`src/rtl/serial_subtractor.sv`:
```
// Digit-serial subtractor: diff = a - b - bin over WIDTH bits, DIGIT bits per clock, LSB first.
// Optional build macro SERIAL_SUBTRACTOR_SAT_EN clamps an underflowed result to zero.
module serial_subtractor #(
   parameter int WIDTH = 8,
   parameter int DIGIT = 1
) (
   input  logic             clk,
   input  logic             rst,
   input  logic             start,
   input  logic [WIDTH-1:0] a,
   input  logic [WIDTH-1:0] b,
   input  logic             bin,
   output logic             busy,
   output logic             done,
   output logic [WIDTH-1:0] diff,
   output logic             borrow
);

   localparam int K  = WIDTH / DIGIT;
   localparam int CW = (K > 1) ? $clog2(K) : 1;

   typedef enum logic [0:0] {
      IDLE = 1'b0,
      RUN  = 1'b1
   } state_t;

   state_t           state;
   state_t           state_next;
   logic [WIDTH-1:0] a_sh;
   logic [WIDTH-1:0] a_next;
   logic [WIDTH-1:0] b_sh;
   logic [WIDTH-1:0] b_next;
   logic             brw;
   logic             brw_next;
   logic [CW-1:0]    cnt;
   logic [CW-1:0]    cnt_next;
   logic [WIDTH-1:0] part;
   logic [WIDTH-1:0] part_next;
   logic             busy_next;
   logic             done_next;
   logic [WIDTH-1:0] diff_next;
   logic             borrow_next;
   logic [DIGIT:0]   digit;
   logic [WIDTH-1:0] shifted;

   // One digit of full-subtractor cells; the leading 1 makes the MSB the inverted borrow-out.
   function automatic logic [DIGIT:0] sub_digit(
      input logic [DIGIT-1:0] x,
      input logic [DIGIT-1:0] y,
      input logic             bi
   );
      sub_digit = {1'b1, x} - {1'b0, y} - {{DIGIT{1'b0}}, bi};
   endfunction

   // Next-state, datapath and output decode for the IDLE/RUN sequencer.
   always_comb begin
      state_next  = state;
      a_next      = a_sh;
      b_next      = b_sh;
      brw_next    = brw;
      cnt_next    = cnt;
      part_next   = part;
      busy_next   = busy;
      done_next   = 1'b0;
      diff_next   = diff;
      borrow_next = borrow;
      digit       = '0;
      shifted     = '0;
      case (state)
         IDLE: begin
            if (start) begin
               a_next     = a;
               b_next     = b;
               brw_next   = bin;
               cnt_next   = '0;
               part_next  = '0;
               busy_next  = 1'b1;
               state_next = RUN;
            end else begin
               state_next = IDLE;
            end
         end
         RUN: begin
            digit     = sub_digit(a_sh[DIGIT-1:0], b_sh[DIGIT-1:0], brw);
            shifted   = (part >> DIGIT) | (WIDTH'(digit[DIGIT-1:0]) << (WIDTH - DIGIT));
            a_next    = a_sh >> DIGIT;
            b_next    = b_sh >> DIGIT;
            part_next = shifted;
            brw_next  = ~digit[DIGIT];
            if (cnt == CW'(K - 1)) begin
               cnt_next    = '0;
               state_next  = IDLE;
               busy_next   = 1'b0;
               done_next   = 1'b1;
               borrow_next = ~digit[DIGIT];
`ifdef SERIAL_SUBTRACTOR_SAT_EN
               if (digit[DIGIT] == 1'b0) begin
                  diff_next = '0;
               end else begin
                  diff_next = shifted;
               end
`else
               diff_next = shifted;
`endif
            end else begin
               cnt_next = cnt + CW'(1);
            end
         end
         default: begin
            state_next = IDLE;
            busy_next  = 1'b0;
            cnt_next   = '0;
            brw_next   = 1'b0;
         end
      endcase
   end

   // State and datapath registers; reset aborts any operation in flight.
   always_ff @(posedge clk or posedge rst) begin
      if (rst) begin
         state  <= IDLE;
         a_sh   <= '0;
         b_sh   <= '0;
         brw    <= 1'b0;
         cnt    <= '0;
         part   <= '0;
         busy   <= 1'b0;
         done   <= 1'b0;
         diff   <= '0;
         borrow <= 1'b0;
      end else begin
         state  <= state_next;
         a_sh   <= a_next;
         b_sh   <= b_next;
         brw    <= brw_next;
         cnt    <= cnt_next;
         part   <= part_next;
         busy   <= busy_next;
         done   <= done_next;
         diff   <= diff_next;
         borrow <= borrow_next;
      end
   end

endmodule

```
`config.mk`:
```
export PLATFORM = sky130hd
export DESIGN_NAME = serial_subtractor
export DESIGN_NICKNAME = d
export VERILOG_FILES = /design/src/rtl/serial_subtractor.sv
export SDC_FILE = /design/constraint.sdc
export NUM_CORES = 1
export LEC_CHECK = 0
export ABC_AREA = 1
export BUFFER_PORTS_ARGS = -buffer_cell sky130_fd_sc_hd__buf_2
export CAP_MARGIN = 20
export CORE_UTILIZATION = 50
export DETAILED_ROUTE_END_ITERATION = 10
export PLACE_DENSITY = 0.7
export SETUP_SLACK_MARGIN = 0.1
export SYNTH_ARGS = -nofsm -noshare
export SYNTH_HDL_FRONTEND = slang
export SYNTH_SLANG_ARGS = --single-unit
```
`constraint.sdc`:
```
create_clock -name clk -period 2.1 [get_ports clk]
set_clock_uncertainty 0.05 [all_clocks]
set_input_delay 0.105 -clock clk [delete_from_list [all_inputs] [get_ports clk]]
set_output_delay 0.105 -clock clk [all_outputs]
set_load 0.005 [all_outputs]
```
## Yosys cells after proc, flatten, opt, wreduce, memory -nomap -nowiden

Cells that the tools add are included.
Widths: inputs -> output; s select.

- Add/sub/neg operators: 3
- Multiply operators: 0
- Divide/modulo/power cells: 0
- Order comparisons: 0
- Eq/ne operators: 3
- Shift operators: 0
- Multiplexer cells: 19
- Bitwise operators: 3
- Reductions and logical operators: 2

Operator list:

| kind | count |
|---|---|
| $pmux 8 s2 | 3 |
| $mux 8 | 3 |
| $or 7x8->8 | 1 |
| $mux 1 | 7 |
| $mux 3 | 2 |
| $pmux 1 s2 | 3 |
| $pmux 3 s2 | 1 |
| $reduce_and 2->1 | 2 |
| $sub 2x1->2 | 2 |
| $add 3x1->3 const B | 1 |
| $eq 3x3->1 const B | 1 |
| $ne 2x1->1 const B | 1 |
| $ne 2x2->1 const B | 1 |
| $not 1->1 | 2 |

- Flip-flop bits (word level): 40
- Latch bits: 0
- Memory bits (writable): 0
- Bits in read-only memories: 0
- Input bits: 20
- Output and inout port bits: 11
- Memories: 0

## Longest topological paths before layout

Gate-level depths: netlist of run 1.

- Word-level depth: 4
- Gate-level depth with buffers: 6
- Gate-level depth less buffers: 6

## Worst setup path before layout of run 1

OpenSTA, ideal clock, no wires.

- Kind: register to register
- From: register cnt[0]
- To: register diff[6]
- Setup time: 0.074 ns
- Arrival: 1.173 ns
- Required time: 1.976 ns
- Path slack: 0.803 ns
- Cell stages (with the launch flop): 7
- Clock period less this slack: 1.297 ns
- Path through: dfrtp_1 ha_1 ha_1 nand2_2 buf_4 nand2_1 o21ai_2

- Longest elaborated chain between the ends: 2

Ends and longest elaborated chain:

| element | line | text |
|---|---|---|
| start, declared | 35 | `logic [CW-1:0] cnt;` |
| start signal, assigned | 136 | `cnt <= cnt_next;` |
| $eq 3x3->1 | 90 | `if (cnt == CW'(K - 1)) begin` |
| $reduce_and 2->1 (no source line) | - |  |
| end signal, assigned | 140 | `diff <= diff_next;` |
| end, declared | 15 | `output logic [WIDTH-1:0] diff,` |

Every way passes these cells.
A chain may end at the register's enable or synchronous reset.

## Final worst setup path of run 1

- From: register state
- To: register a_sh[4]

- Longest elaborated chain between the ends: 2
- Elaborated cells between the ends (all ways): 3

Ends and longest elaborated chain:

| element | line | text |
|---|---|---|
| start, declared | 27 | `state_t state;` |
| start signal, assigned | 132 | `state <= state_next;` |
| $not 1->1 | - |  |
| $pmux 8 s2 or $ne 2x2->1 (tied branches) | - |  |
| end signal, assigned | 133 | `a_sh <= a_next;` |
| end, declared | 29 | `logic [WIDTH-1:0] a_sh;` |

Parallel ways exist; a longest one is shown, timed or not.

==> results of run 1 <==
-- registers in the layout (all words and copies together), names as in the netlist --
name / count
diff: 8
b_sh: 8
part: 7
busy: 1
state: 1
a_sh: 8
done: 1
brw: 1
borrow: 1
cnt: 3
-- placed cells by master (no fill, tap or decap), drive strengths merged --
cell,n
dfrtp,39
nand2,70
dlygate4sd3,18
buf,32
fa,1
nor2,3
o21ai,12
ha,3
nand3,32
a21boi,1
clkinv,1
clkbuf,7
inv,10
-- through the flow --
stage / instances / util / setup WS, ns
after floorplan: 180 / - / 0.8027
final: 273 / 0.6625 / 0.5415
after global routing: 273 / 0.6625 / 0.3842
after global placement: 247 / 0.5883 / 0.5852
after detailed placement: 247 / 0.5883 / 0.5632
after CTS: 273 / 0.6625 / 0.5372
-- logic make-up after synthesis --
group | count (synthesis) | share of synthesized area
buffers and inverters | 19 | 0.05434
adders and majority gates | 4 | 0.03472
AOI/OAI and AO/OA | 13 | 0.05434
DFF | 39 | 0.5887
and+or+nand+nor | 105 | 0.2679
-- final timing paths --
| kind | from | endpoint | slack, ns | cells after the start |
|---|---|---|---|---|
| max reg2reg | state$_DFF_PP0_ | a_sh[4]$_DFFE_PP0P_ | 0.54 | 3 |
| min in group asynchronous | rst | b_sh[1]$_DFFE_PP0P_ | 0.35 | 4 |
| max | state$_DFF_PP0_ | a_sh[4]$_DFFE_PP0P_ | 0.54 | 3 |
| max in group asynchronous | rst | cnt[2]$_DFFE_PP0P_ | 1.31 | 4 |
| min reg2reg | diff[2]$_DFFE_PP0P_ | diff[2]$_DFFE_PP0P_ | 0.44 | 2 |
| min | start | b_sh[7]$_DFFE_PP0P_ | 0.17 | 3 |
-- final cells by class --
class / count / area (um2)
clock inverter: 1 / 5.005
fill: 286 / 1047
sequential: 39 / 975.9
tap: 44 / 55.05
clock buffer: 7 / 45.04
timing repair buffer: 50 / 345.3
multi-input combinational: 122 / 591.8
inverter: 10 / 37.54
-- power groups by stage --
stage	clock network, mW	logic (mW)	registers [mW]
6_report	0.363	0.913	1.29
5_1_grt	0.395	1.07	1.32
4_1_cts	0.373	0.918	1.28
3_5_place_dp	0	0.889	1.30
3_3_place_gp	0	0.852	1.28
2_1_floorplan	0	0.682	1.24
-- tightest hold or removal path: stages --
cell and delay, ns:
buf_2 0.23, nand3_1 0.13, nand2_1 0.05
-- layer usage --
layer	global-route usage	up-vias	routed length (um)	part of all wire
li1	-	672	-	-
met3	0.05895	6	163	0.049
met2	0.3644	35	1592	0.48
met1	0.2688	640	1497	0.45
met5	0	-	0	0
met4	0.06977	0	42	0.013
==> results.ini, run 1 <==
[die]
die_x_um = 59.58
core_area_um2 = 3103
die-height_um = 59.58
ioPinCount = 31
start_util = 0.5343
dieArea_um2 = 3550
rows = 20

[routing]
drtPass1Iterations = 4
drtIter0Drc = 135
vias = 1353
wire_per_inst_um = 12.07
antenna_left = 0
drc = 0
vias_per_cell = 4.956
routed_wl_um = 3296

[clock_tree]
clock_latency_ns = 0.34
cts_root_buf = clkbuf_4
cts_resized = 0
cts_tree = done
cts_sinks = 39
cts_made_buffers = 5
cts.clk_slew.worst_paths_ns = 0.12
ctsHoldBuffers = 18
clk_path_buf_depth = 2
postCtsSetupBuffers = 0
htree_levels = 2

[timing]
report.final.hold_viol_count = 0
period_share = 0.7422
period_needed_ns = 1.559
rsz0062_at_grt = no
fmax_ghz = 0.6416
fin_tns_setup_ns = 0
whs_ns = 0.1692
setup_viol = 0
worst_slew_pin_slew_ns = 0.6132
relSlewSlack = 0.5902
maxSlewViolCount = 0

[global_routing]
grt_pass1_vias = 1301
grt_pass1_wl_um = 5602
grt_usage = 0.2157
antenna_found_initial = 0
grt-ovfl-total = 0
grt_max_degree = 40

[outcome]
status = finished clean

[synth]
synthesis.area_um2 = 1658
synthTopCellsByCount = 69 x nand2_1, 39 x dfrtp_1, 32 x nand3_1, 9 x inv_1
synth-warning-count = 0
synth-main-ff-cell = dfrtp_1
synthArstFlopShare = 1.000
synth_edf_count = 0
synth_top_cells_by_area = dfrtp_1 59%, nand2_1 16%, nand3_1 9.7%, o21ai_2 3.2%, ha_1 2.3%
synth_cell_types = 16
yosysTopAreaCell = dfrtp_1
synthCells = 180
yosysSeqAreaShare = 0.5887
synth.top_cell.area_share = 0.5887
syn_nets = 204
yosysMostFrequentCell = nand2_1
ys_ff_latch = 39
syn_avg_cell_area_um2 = 9.210

[setup_path]
crit_family = simple AND/OR/NAND/NOR gates
crit_path_max_incr_delay_ns = 0.61
crit_slowest_cell = dfrtp_1
crit_fanout = 28
worstSetupEndpointType = flop
path_buf_inv = 0
critPathLaunchType = flop
required_ns = 2.33
path_class = flop to flop
crit_arrival_ns = 1.79
worstPathCellList = nor2_4 > nand2_1 > nand3_1

[place]
port_buffers = 30
gp_congestion = 0.7287
hpwl_um = 2032
dpl-instance-area_um2 = 1826

[power_and_ir_drop]
p_clk_frac = 0.142
p_seq_frac = 0.502
power_leakage_nw = 1.066
cellPowerDensity_nw_per_um2 = 1246
totalPowerFinal_mw = 2.562
power_frac_comb = 0.356
p_sw_frac = 0.3837
ir_drop_mv = 0.6150
p_int_mw = 1.579
p_switching_mw = 0.9830

[flow_run]
drv_cap = 0

[layout]
area_growth_pct = 24.00
design_area_um2 = 2056
nets = 252
layout-drive-gt1-share = 0.2052
n_antenna_cell = 0

[min_path]
hold_path.class = primary input to flop

Power figures use the tool's default switching activity.
==> run 2: changes to the inputs <==
==> constraint.sdc (replaced) <==
create_clock -name clk -period 1.5 [get_ports clk]
set_clock_uncertainty 0.05 [all_clocks]
set_input_delay 0.075 -clock clk [delete_from_list [all_inputs] [get_ports clk]]
set_output_delay 0.075 -clock clk [all_outputs]
set_load 0.005 [all_outputs]
==> run 2 against run 1 <==
Cell area increased by 6.3%. Non-clock buffer count increased by 7. Setup slack got worse by 0.36 ns. Utilization grew 4.2 points. Sequential share of layout area is 2.8 points lower. Sequential power increased by 37%. Cell count increased by 2.6%. Maximum frequency grew 18%. Clock power is 140% higher. Critical path type unchanged. Via count grew 1.2%.
==> results.ini, run 2 (synthesis gave the netlist of run 1 again) <==
[outcome]
status = finished clean

[power_and_ir_drop]
power_leakage_nw = 1.122
p_sw_frac = 0.3486
p_seq_frac = 0.433
p_switching_mw = 1.423
power_frac_comb = 0.354
p_clk_frac = 0.213
ir_drop_mv = 1.147
p_int_mw = 2.660
cellPowerDensity_nw_per_um2 = 1868

[global_routing]
grt_usage = 0.2144
grt-ovfl-total = 0
antenna_found_initial = 0
grt_max_degree = 40
grt_pass1_vias = 1290
grt_pass1_wl_um = 5499

[flow_run]
drv_cap = 0

[timing]
fmax_ghz = 0.7581
period_needed_ns = 1.319
maxSlewViolCount = 0
worst_slew_pin_slew_ns = 0.4723
report.final.hold_viol_count = 0
fin_tns_setup_ns = 0
rsz0062_at_grt = no
period_share = 0.8794
setup_viol = 0
relSlewSlack = 0.6852

[setup_path]
path_class = flop to flop
crit_family = flip-flops
worstSetupEndpointType = flop
worstPathCellList = ha_2 > ha_1 > nand2_2 > buf_6 > nand2_1 > o21ai_2
crit_arrival_ns = 1.56
required_ns = 1.74
crit_slowest_cell = dfrtp_1
rrSetupSlack_ns = 0.18
critPathLaunchType = flop
crit_fanout = 8
path_buf_inv = 1
crit_path_max_incr_delay_ns = 0.42

[routing]
antenna_left = 0
drc = 0
vias = 1369
vias_per_cell = 4.889
wire_per_inst_um = 11.78
routed_wl_um = 3297
drtIter0Drc = 112
drtPass1Iterations = 5

[clock_tree]
cts_made_buffers = 5
htree_levels = 2
clock_latency_ns = 0.35
clk_path_buf_depth = 2
cts.clk_slew.worst_paths_ns = 0.12
cts_tree = done
cts_root_buf = clkbuf_4
cts_sinks = 39

[min_path]
hold_path.class = primary input to flop

[layout]
ff_latch_area_um2 = 975.9
area_growth_pct = 31.85
layout-drive-gt1-share = 0.2458
n_antenna_cell = 0
layout_common_cells = 69 x nand2_1, 39 x dfrtp_1, 32 x nand3_1, 30 x buf_2, 18 x dlygate4sd3_1
multiInputGateArea_um2 = 594.3
largest_registers = a_sh: 8 flops, b_sh: 8 flops, diff: 8 flops
layout_commonest_cell = nand2_1
n_fill_cell = 262
instances_no_fill = 280
nets = 259

[die]
rows = 20
core_area_um2 = 3103
ioPinCount = 31
dieArea_um2 = 3550
start_util = 0.5343
die_x_um = 59.58
die-height_um = 59.58

[place]
port_buffers = 30
hpwl_um = 2063
place_inst = 253
gp_congestion = 0.7447

## run 2: cell count changes in the layout (fill, tap and decap cells not counted)
cell	change
ha_1	-1
buf_6	+2
buf_4	+4
clkbuf_1	-2
inv_1	-1
clkinv_2	-1
buf_12	+1
inv_2	+1
bufinv_16	+2
clkinvlp_4	+1
ha_2	+1
## run 2: area by class of cell
class / count / share of cell area
tap: 44 / 0.02519
sequential: 39 / 0.4465
clock inverter: 3 / 0.03091
clock buffer: 5 / 0.01717
multi-input combinational: 122 / 0.2719
inverter: 10 / 0.01717
timing repair buffer: 57 / 0.1912
## run 2: power by group through the flow
stage / Clock (mW) / Sequential (mW) / Combinational, mW
floorplan: 0 / 1.74 / 0.955
global placement: 0 / 1.77 / 1.33
detailed placement: 0 / 1.79 / 1.39
CTS: 0.891 / 1.77 / 1.45
global route: 0.936 / 1.82 / 1.64
finish: 0.868 / 1.77 / 1.45
## run 2: per-layer routing
layer | track usage | wire [um]
met3 | 0.06769 | 143
met5 | 0 | 0
met1 | 0.2543 | 1417
met4 | 0.07973 | 40
met2 | 0.3644 | 1695
## run 2: metrics by stage
stage | area, um2 | setup WS [ns] | util | hold WS (ns) | total power, mW
2_1_floorplan | 1658 | 0.2027 | - | 0.1711 | 2.695
3_3_place_gp | 1883 | 0.2016 | 0.6069 | 0.1546 | 3.097
3_5_place_dp | 1883 | 0.1648 | 0.6069 | 0.1640 | 3.177
4_1_cts | 2168 | 0.1356 | 0.6988 | 0.09235 | 4.106
5_1_grt | 2186 | 0.1201 | 0.7044 | 0.1398 | 4.397
6_report | 2186 | 0.1809 | 0.7044 | 0.1105 | 4.083
## run 2: final timing paths
kind | startpoint | endpoint | cells past startpoint
hold reg to reg | part[1]$_DFFE_PP0P_ | diff[0]$_DFFE_PP0P_ | 2
setup / recovery | cnt[0]$_DFFE_PP0P_ | diff[1]$_DFFE_PP0P_ | 6
hold / removal | start | a_sh[7]$_DFFE_PP0P_ | 3
setup reg to reg | cnt[0]$_DFFE_PP0P_ | diff[1]$_DFFE_PP0P_ | 6
max in group asynchronous | rst | a_sh[3]$_DFFE_PP0P_ | 4
min in group asynchronous | rst | b_sh[5]$_DFFE_PP0P_ | 4
## run 2: what timing repair did
action                     in CTS  in global routing
buffers inserted                0                  1
hold endpoints to repair       56                  0
hold buffers                   18                  0
setup endpoints to repair       0                  7
gates resized for setup         0                  4
## run 2: worst register-to-register path: stages, from the launching register on
cell and delay (ns):
dfrtp_1 0.42, ha_2 0.20, ha_1 0.19, nand2_2 0.15, buf_6 0.15, nand2_1 0.06, o21ai_2 0.05
